**src/rtl/param_gshare_predictor.sv**
```systemverilog
// -----------------------------------------------------------------------------
// param_gshare_predictor
//
// Parameterised gshare branch direction predictor. A pattern history table
// (PHT) of 2^INDEX_BITS saturating counters is indexed by the branch PC XORed
// with a global history register (GHR). After reset the table is swept to
// INIT_CTR one entry per cycle; predictions and updates are accepted only once
// the sweep has finished.
//
// Parameters
//   PC_BITS    : width of branch PCs
//   INDEX_BITS : log2 of the number of PHT entries
//   HIST_BITS  : global history length (1..INDEX_BITS)
//   CTR_BITS   : saturating counter width (2..4)
//   INIT_CTR   : value written to every entry by the init sweep
//
// Ports
//   clk_i              : clock, rising edge
//   reset_i            : synchronous active-high reset, restarts the sweep
//   predict_i          : prediction request
//   predict_pc_i       : PC of the branch to predict
//   update_i           : retired-branch update
//   update_pc_i        : PC of the retired branch
//   update_hist_i      : history that was returned with its prediction
//   update_pred_i      : direction originally predicted
//   reality_i          : direction actually taken
//   ready_o            : table initialised, requests are accepted
//   pred_valid_o       : one-cycle strobe, prediction_o/pred_hist_o valid
//   prediction_o       : predicted direction (1 = taken)
//   pred_hist_o        : GHR value used to form the prediction
//   update_count_o     : accepted updates, wraps at 16 bits
//   mispredict_count_o : detected mispredicts, wraps at 16 bits
// -----------------------------------------------------------------------------
module param_gshare_predictor #(
    parameter int PC_BITS    = 16,
    parameter int INDEX_BITS = 8,
    parameter int HIST_BITS  = 8,
    parameter int CTR_BITS   = 2,
    parameter int INIT_CTR   = 1
) (
    input  logic                  clk_i,
    input  logic                  reset_i,
    input  logic                  predict_i,
    input  logic [PC_BITS-1:0]    predict_pc_i,
    input  logic                  update_i,
    input  logic [PC_BITS-1:0]    update_pc_i,
    input  logic [HIST_BITS-1:0]  update_hist_i,
    input  logic                  update_pred_i,
    input  logic                  reality_i,
    output logic                  ready_o,
    output logic                  pred_valid_o,
    output logic                  prediction_o,
    output logic [HIST_BITS-1:0]  pred_hist_o,
    output logic [15:0]           update_count_o,
    output logic [15:0]           mispredict_count_o
);

    localparam int ENTRIES = 1 << INDEX_BITS;

    localparam logic [CTR_BITS-1:0]   CTR_MAX  = {CTR_BITS{1'b1}};
    localparam logic [CTR_BITS-1:0]   CTR_MIN  = {CTR_BITS{1'b0}};
    localparam logic [CTR_BITS-1:0]   CTR_ONE  = {{(CTR_BITS-1){1'b0}}, 1'b1};
    localparam logic [CTR_BITS-1:0]   CTR_INIT = CTR_BITS'(INIT_CTR);
    localparam logic [INDEX_BITS-1:0] IDX_LAST = {INDEX_BITS{1'b1}};
    localparam logic [INDEX_BITS-1:0] IDX_ONE  = {{(INDEX_BITS-1){1'b0}}, 1'b1};

    typedef enum logic [0:0] {
        ST_INIT = 1'b0,
        ST_RUN  = 1'b1
    } state_e;

    // Saturating counter step: up saturates at all-ones, down floors at zero.
    function automatic logic [CTR_BITS-1:0] ctr_step(
        input logic [CTR_BITS-1:0] ctr,
        input logic                up
    );
        logic [CTR_BITS-1:0] res;
        if (up) begin
            if (ctr == CTR_MAX) begin
                res = ctr;
            end else begin
                res = ctr + CTR_ONE;
            end
        end else begin
            if (ctr == CTR_MIN) begin
                res = ctr;
            end else begin
                res = ctr - CTR_ONE;
            end
        end
        return res;
    endfunction

    // Shift one outcome into a history value. Building the HIST_BITS+1 wide
    // concatenation and keeping the low bits also covers HIST_BITS == 1.
    function automatic logic [HIST_BITS-1:0] hist_shift(
        input logic [HIST_BITS-1:0] hist,
        input logic                 outcome
    );
        logic [HIST_BITS:0] wide;
        wide = {hist, outcome};
        return wide[HIST_BITS-1:0];
    endfunction

    // gshare hash: low PC bits XOR zero-extended history.
    function automatic logic [INDEX_BITS-1:0] gshare_idx(
        input logic [PC_BITS-1:0]   pc,
        input logic [HIST_BITS-1:0] hist
    );
        return pc[INDEX_BITS-1:0] ^ INDEX_BITS'(hist);
    endfunction

    // Registers
    state_e                state_q, state_d;
    logic [INDEX_BITS-1:0] sweep_q, sweep_d;
    logic [HIST_BITS-1:0]  ghr_q, ghr_d;
    logic                  ready_q, ready_d;
    logic                  pred_valid_q, pred_valid_d;
    logic                  prediction_q, prediction_d;
    logic [HIST_BITS-1:0]  pred_hist_q, pred_hist_d;
    logic [15:0]           upd_count_q, upd_count_d;
    logic [15:0]           mis_count_q, mis_count_d;
    logic [CTR_BITS-1:0]   pht_q [ENTRIES];

    // Combinational helpers
    logic [INDEX_BITS-1:0] pred_idx_s;
    logic [INDEX_BITS-1:0] upd_idx_s;
    logic [CTR_BITS-1:0]   upd_ctr_new_s;
    logic [CTR_BITS-1:0]   pred_ctr_s;
    logic                  pred_bit_s;
    logic                  mispredict_s;
    logic                  wr_en_s;
    logic [INDEX_BITS-1:0] wr_idx_s;
    logic [CTR_BITS-1:0]   wr_data_s;

    // PC bits above the index take no part in the hash.
    generate
        if (PC_BITS > INDEX_BITS) begin : g_unused_pc
            logic unused_pc_bits_s;
            assign unused_pc_bits_s = ^{predict_pc_i[PC_BITS-1:INDEX_BITS],
                                        update_pc_i[PC_BITS-1:INDEX_BITS]};
        end
    endgenerate

    assign pred_idx_s    = gshare_idx(predict_pc_i, ghr_q);
    assign upd_idx_s     = gshare_idx(update_pc_i, update_hist_i);
    assign upd_ctr_new_s = ctr_step(pht_q[upd_idx_s], reality_i);
    assign mispredict_s  = update_i & (update_pred_i ^ reality_i);

    // Prediction read with write-first bypass from a same-index update.
    always_comb begin
        pred_ctr_s = pht_q[pred_idx_s];
        if (update_i && (upd_idx_s == pred_idx_s)) begin
            pred_ctr_s = upd_ctr_new_s;
        end else begin
            pred_ctr_s = pht_q[pred_idx_s];
        end
    end

    assign pred_bit_s = pred_ctr_s[CTR_BITS-1];

    // Next-state logic: init sweep, update/predict handling and GHR recovery.
    always_comb begin
        state_d      = state_q;
        sweep_d      = sweep_q;
        ghr_d        = ghr_q;
        ready_d      = ready_q;
        pred_valid_d = 1'b0;
        prediction_d = prediction_q;
        pred_hist_d  = pred_hist_q;
        upd_count_d  = upd_count_q;
        mis_count_d  = mis_count_q;
        wr_en_s      = 1'b0;
        wr_idx_s     = sweep_q;
        wr_data_s    = CTR_INIT;

        case (state_q)
            ST_INIT: begin
                wr_en_s   = 1'b1;
                wr_idx_s  = sweep_q;
                wr_data_s = CTR_INIT;
                if (sweep_q == IDX_LAST) begin
                    state_d = ST_RUN;
                    ready_d = 1'b1;
                end else begin
                    sweep_d = sweep_q + IDX_ONE;
                end
            end
            ST_RUN: begin
                if (update_i) begin
                    wr_en_s     = 1'b1;
                    wr_idx_s    = upd_idx_s;
                    wr_data_s   = upd_ctr_new_s;
                    upd_count_d = upd_count_q + 16'd1;
                end else begin
                    wr_en_s = 1'b0;
                end

                if (mispredict_s) begin
                    // Recovery owns the GHR; a concurrent predict is dropped.
                    mis_count_d = mis_count_q + 16'd1;
                    ghr_d       = hist_shift(update_hist_i, reality_i);
                end else if (predict_i) begin
                    pred_valid_d = 1'b1;
                    prediction_d = pred_bit_s;
                    pred_hist_d  = ghr_q;
                    ghr_d        = hist_shift(ghr_q, pred_bit_s);
                end else begin
                    ghr_d = ghr_q;
                end
            end
            default: begin
                state_d = ST_INIT;
                sweep_d = {INDEX_BITS{1'b0}};
                ready_d = 1'b0;
            end
        endcase
    end

    // Control and output registers with synchronous reset.
    always_ff @(posedge clk_i) begin
        if (reset_i) begin
            state_q      <= ST_INIT;
            sweep_q      <= {INDEX_BITS{1'b0}};
            ghr_q        <= {HIST_BITS{1'b0}};
            ready_q      <= 1'b0;
            pred_valid_q <= 1'b0;
            prediction_q <= 1'b0;
            pred_hist_q  <= {HIST_BITS{1'b0}};
            upd_count_q  <= 16'd0;
            mis_count_q  <= 16'd0;
        end else begin
            state_q      <= state_d;
            sweep_q      <= sweep_d;
            ghr_q        <= ghr_d;
            ready_q      <= ready_d;
            pred_valid_q <= pred_valid_d;
            prediction_q <= prediction_d;
            pred_hist_q  <= pred_hist_d;
            upd_count_q  <= upd_count_d;
            mis_count_q  <= mis_count_d;
        end
    end

    // Pattern table storage; contents are re-established by the sweep, so the
    // array itself carries no reset, but writes are blocked during reset.
    always_ff @(posedge clk_i) begin
        if (wr_en_s && !reset_i) begin
            pht_q[wr_idx_s] <= wr_data_s;
        end
    end

    assign ready_o            = ready_q;
    assign pred_valid_o       = pred_valid_q;
    assign prediction_o       = prediction_q;
    assign pred_hist_o        = pred_hist_q;
    assign update_count_o     = upd_count_q;
    assign mispredict_count_o = mis_count_q;

endmodule

```
**config.mk**
```make
export PLATFORM = sky130hd
export DESIGN_NAME = param_gshare_predictor
export DESIGN_NICKNAME = d
export VERILOG_FILES = /design/src/rtl/param_gshare_predictor.sv
export SDC_FILE = /design/constraint.sdc
export NUM_CORES = 1
export LEC_CHECK = 0
export ABC_AREA = 1
export CAP_MARGIN = 20
export CORE_MARGIN = 2
export CORE_UTILIZATION = 45
export CTS_CLUSTER_SIZE = 12
export DETAILED_ROUTE_END_ITERATION = 10
export PLACE_DENSITY = 0.68
export SKIP_LAST_GASP = 1
export SLEW_MARGIN = 20
export SYNTH_ARGS = -nofsm -noshare
export SYNTH_HDL_FRONTEND = slang
export SYNTH_SLANG_ARGS = --single-unit
export TNS_END_PERCENT = 1
```
**constraint.sdc**
```tcl
create_clock -name clk_i -period 11.55 [get_ports clk_i]
set_input_delay 1.7325 -clock clk_i [delete_from_list [all_inputs] [get_ports clk_i]]
set_output_delay 1.7325 -clock clk_i [all_outputs]
set_load 0.02 [all_outputs]
```
Yosys cells after proc, flatten, opt, wreduce, memory -nomap -nowiden. Memory sizes are Yosys's and may differ from the RTL's. Cells that the tools add are included.

Add/subtract/negate cells: 5. Eq/ne operators: 3. Multiplexer cells: 17. Bitwise logic cells: 7. Reduce and logical (&&, ||, !) cells: 12.

Operators by type and width (number): 16-bit by 1-bit adder with 16-bit output (second input constant) (2); 8-bit 2-to-1 mux (3); 8-bit one-hot mux with 2 select lines (1); 8-bit bitwise XOR (2); 2-bit 2-to-1 mux (5); 2-bit AND reduction (5); 8-bit by 1-bit adder with 8-bit output (second input constant) (1); 8-bit == test (1); 8-bit == test (second input constant) (1); 1-bit 2-to-1 mux (6); 2-bit one-hot mux with 2 select lines (1); 1-bit NOT (3); 3-bit AND reduction (1); 3-bit OR reduction (1); 2-bit by 1-bit adder with 2-bit output (second input constant) (1); 2-bit == test (second input constant) (1); 1-bit logical AND (2); 2-bit logical NOT (1); 1-bit one-hot mux with 2 select lines (1); 2-bit nonzero test (1); 2-bit by 1-bit subtractor with 2-bit output (second input constant) (1); 1-bit AND (1); 1-bit logical NOT (1); 1-bit bitwise XOR (1).

Register bits: 60. RAM bits: 512. Bits of input ports: 46. Output and inout port bits: 43. Word-level logic and storage cells: 54. Memories: 1.

Memory list: pht_q (depth 256, width 2, read ports 2, clocked after Yosys merged registers in 0, write ports 1, RTL line 123) `logic [CTR_BITS-1:0] pht_q [ENTRIES];`.

Depth between registers and ports, before layout. An unclocked memory read counts as a cell.

Depth in word-level cells: 8. Gate-level depth with buffers: 23. Gate-level depth less buffers: 21.

Least setup slack after synthesis. OpenSTA, ideal clock, no wires.

Path type: input -> register. Start point: input update_pc_i[2]. End point: memory pht_q[0][1], data pin. Library setup time: 1574 ps. Arrival time: 9993 ps. Required time: 9976 ps. Slack: -17 ps. Cell stages on the path: 13. Buffers on the path: 2. Cell sequence: xnor2_1 -> buf_2 -> buf_1 -> nand3_1 -> nand3_1 -> nand3_1 -> nand3_1 -> nand3_1 -> nand3_1 -> nand2_1 -> inv_1 -> nand2_1 -> a21oi_1.

Word-level cells in the longest chain between the ends: 7. Elaborated cells between the ends (all ways): 11. Those cells by class: add/sub (2); eq/ne (1); mux (5); bitwise (1); reduce/logical (1); memory (1).

RTL lines: start, declared (RTL line 46) `input logic [PC_BITS-1:0] update_pc_i,`; 8-bit bitwise XOR * (RTL line 110) `return pc[INDEX_BITS-1:0] ^ INDEX_BITS'(hist);`; memory 256 x 2 bit *; 2-bit by 1-bit subtractor with 2-bit output (tied with other cells) (RTL line 88) `res = ctr - CTR_ONE;`; 2-bit 2-to-1 mux (on tied branches) (RTL line 85, 79); 2-bit 2-to-1 mux * (RTL line 78) `if (up) begin`; 2-bit 2-to-1 mux * (RTL line 190) `if (update_i) begin`; 2-bit one-hot mux with 2 select lines * (RTL line 177) `case (state_q)`; net wr_data_s[1] (RTL line 134) `logic [CTR_BITS-1:0] wr_data_s;`; end, declared (RTL line 123).

Mark *: on every way through the listed nets, which the timed path passes. The rest lies on a longest branch.

Worst setup path in the final report.
Start point: input update_hist_i[0]. End point: memory pht_q[9][1], data pin.

Word-level cells in the longest chain between the ends: 7. Elaborated cells between the ends (all ways): 11. Those cells by class: add/sub (2); eq/ne (1); mux (5); bitwise (1); reduce/logical (1); memory (1).

RTL lines: start, declared (RTL line 47) `input logic [HIST_BITS-1:0] update_hist_i,`; 8-bit bitwise XOR * (RTL line 110); memory 256 x 2 bit *; 2-bit by 1-bit subtractor with 2-bit output (tied with other cells) (RTL line 88); 2-bit 2-to-1 mux (on tied branches) (RTL line 85, 79); 2-bit 2-to-1 mux * (RTL line 78); 2-bit 2-to-1 mux * (RTL line 190); 2-bit one-hot mux with 2 select lines * (RTL line 177); net wr_data_s[1] (RTL line 134).

Marked as above.

==> flow_metrics.py <==
metrics = {
    "worst_setup_path": {
        "path_max_fanout": 95,
        "crit_type": "in -> reg",
        "cp.arrival_ps": 7020,
        "crit_required_ps": 11850,
        "worst_setup_path_start_kind": "input port",
        "worstSetupEndpointType": "register",
    },
    "power_and_ir_drop": {
        "switching_share_pct": 24.9,
        "seqPwrFrac_pct": 49.0,
        "p_comb_share_pct": 10.1,
        "p_int_uw": 3410,
        "switching_power_uw": 1130,
        "ir_drop_v": 0.000110,
        "power_frac_clock_pct": 40.9,
        "power_density_nw_per_um2": 145,
        "power.leakage_uw": 0.0117,
    },
    "timing": {
        "period_needed_ps": 6720,
        "skew_ps": 38.3,
        "period_share_pct": 58.2,
        "worst_pin_slew_ps": 1110,
        "layout_setup_ws_ps": 4830,
        "fmax_ghz": 0.149,
        "tns_ps": 0,
        "slew_viol_final": 0,
        "hold_violations": 0,
        "slew_headroom_pct": 25.9,
        "setup_viol": 0,
        "rsz0062_at_grt": "false",
    },
    "yosys": {
        "synth.most_common_cell": "nand2_1",
        "ys_warn_count": 0,
        "synthCells": 3088,
        "yosys_register_bits": 572,
        "synth_top_area_share_pct": 54.7,
        "synth.cell_area_um2": 28100,
        "synth_commonest_cells": "nand2_1 (657), nand3_1 (527), edfxtp_1 (512)",
        "yosys.area.top_type": "edfxtp_1",
        "synthTopCellsByArea": "edfxtp_1 (55%), nand3_1 (9.4%), nand2_1 (8.8%)",
        "synth_edf_count": 512,
        "yosys.cell_types.count": 43,
        "async_flop_share_pct": 0,
        "avgSynthCellArea_um2": 9.10,
        "syn_nets": 3137,
        "seq_area_frac_synth_pct": 59.0,
        "ys.flop_type": "edfxtp_1",
    },
    "run": {
        "max_cap_viol_count": 0,
    },
    "status": {
        "status": "finished clean",
    },
    "floorplanning": {
        "die_y_um": 254,
        "pin_count": 89,
        "die-area_um2": 64500,
        "start_util_pct": 45.5,
        "rows": 91,
        "die_w_um": 254,
        "core-area_um2": 61700,
    },
    "final_layout": {
        "drive_gt1_share_pct": 6.06,
        "num-fill-cells": 5703,
        "final_area_um2": 31300,
        "nets": 3120,
        "syn2layout_area_growth_pct": 11.3,
        "antenna_cells": 0,
        "fin_util_pct": 50.7,
    },
    "routing": {
        "ant_nets": 0,
        "drt_iter0_drc": 2619,
        "wl_mm": 82.2,
        "drc": 0,
        "num_vias": 22500,
        "wl_per_cell_um": 20.8,
        "vias_per_cell": 5.68,
        "dr.pass1.iters": 6,
    },
    "global_route": {
        "first_global_vias": 21100,
        "overflow": 0,
        "grt_max_degree": 202,
        "antenna_found_initial": 0,
        "track_usage_pct": 25.4,
        "grt_pass1_wl_mm": 124,
    },
    "cts": {
        "cts.path.max_buffers": 3,
        "cts.clk_slew.worst_paths_ps": 60,
        "cts_sinks": 572,
        "htree_num_levels": 2,
        "cts_tree": "built",
        "cts_resized": 0,
        "cts_setup_buffers": 0,
        "cts_buffers": 61,
        "clk_latency_ps": 650,
        "root_buffer": "clkbuf_16",
        "hold_buffers": 0,
    },
    "placement": {
        "place_ws_ps": 4350,
        "port_buffers": 72,
        "placed_area_um2": 29400,
        "gp_congestion": 0.844,
        "hpwl_mm": 44.9,
    },
    "worst_hold_path": {
        "hold_path_class": "reg -> reg",
    },
}
-- cell usage in the layout (no fill, tap or decap), types with 19 or more instances in the layout --
cell	netlist	final
nand3_1	527	523
dfxtp_1	60	60
clkbuf_16	0	63
clkdlybuf4s50_1	0	72
buf_4	7	40
a21oi_1	35	34
o21ai_0	120	120
or2_2	29	29
clkbuf_1	81	19
o211ai_1	161	161
nor2_1	353	353
nand2_1	657	654
nor3_1	19	19
inv_1	341	339
edfxtp_1	512	512
-- sequential cells by signal (all words and copies together), names as in the netlist --
register / count
pht_q: 512
mispredict_count_o: 16
update_count_o: 16
ghr_q: 8
pred_hist_o: 8
sweep_q: 8
pred_valid_o: 1
prediction_o: 1
ready_o: 1
state_q: 1
-- metrics by stage --
| stage | hold slack, ps | cells | total power, uW |
|---|---|---|---|
| floorplan | 452 | 3088 | 2570 |
| global placement | 443 | 3845 | 2710 |
| detailed placement | 458 | 3845 | 2710 |
| CTS | 472 | 3956 | 4550 |
| global route | 501 | 3956 | 4670 |
| finish | 467 | 3956 | 4540 |
-- cell families after synthesis --
| group | share of synthesized area [%] |
|---|---|
| and+or+nand+nor | 24.4 |
| DFF | 59.0 |
| buffers and inverters | 8.08 |
| AOI/OAI and AO/OA | 7.73 |
| xor gates and xnor gates | 0.734 |
| adders and majority gates | 0.134 |
-- per-layer routing --
layer	wire length (um)	up-vias	share of wire (%)	track usage, %
met5	0	-	0	0
met4	3720	0	4.5	12.0
met3	8340	226	10	4.37
met2	38300	1209	47	41.4
met1	31800	10600	39	33.0
li1	-	10400	-	-
-- power by group through the flow --
| stage | registers (uW) | logic [uW] | clock network (uW) |
|---|---|---|---|
| 2_1_floorplan | 2270 | 302 | 0 |
| 4_1_cts | 2220 | 450 | 1880 |
| 6_report | 2220 | 459 | 1860 |
| 3_5_place_dp | 2270 | 448 | 0 |
| 3_3_place_gp | 2270 | 445 | 0 |
| 5_1_grt | 2220 | 494 | 1950 |
-- path summary, 6_finish.rpt --
path	from	to	slack [ps]	depth (start not counted)
min reg2reg	mispredict_count_o[15]	mispredict_count_o[15]	470	2
max reg2reg	ghr_q[0]	ghr_q[0]	7560	16
min	mispredict_count_o[15]	mispredict_count_o[15]	470	2
max	update_hist_i[0]	pht_q[9][1]	4830	20
-- worst max-delay path, stage by stage --
cell             delay, ps
clkdlybuf4s50_1        570
nand2_2                270
nand2_8                560
buf_4                  780
nand2_1                100
nand2_1                100
nand2_1                 50
nand3_1                 90
nand3_1                110
nand3_1                140
nand3_1                170
nand3_1                130
nand3_1                130
nand2_1                170
inv_1                   70
nand2_1                 60
nand2_1                 90
a21oi_4                140
buf_4                  600
buf_4                  780
-- layout make-up --
type,instances,area (um^2),share of cell area (%)
sequential,572,16600,53.0
multi-input combinational,1973,9380,30.0
clock buffer,88,1730,5.53
inverter,347,1300,4.17
timing repair buffer,116,1090,3.49
tap,837,1050,3.35
clock inverter,23,149,0.476
No activity file was read; power rests on OpenSTA's default activity.
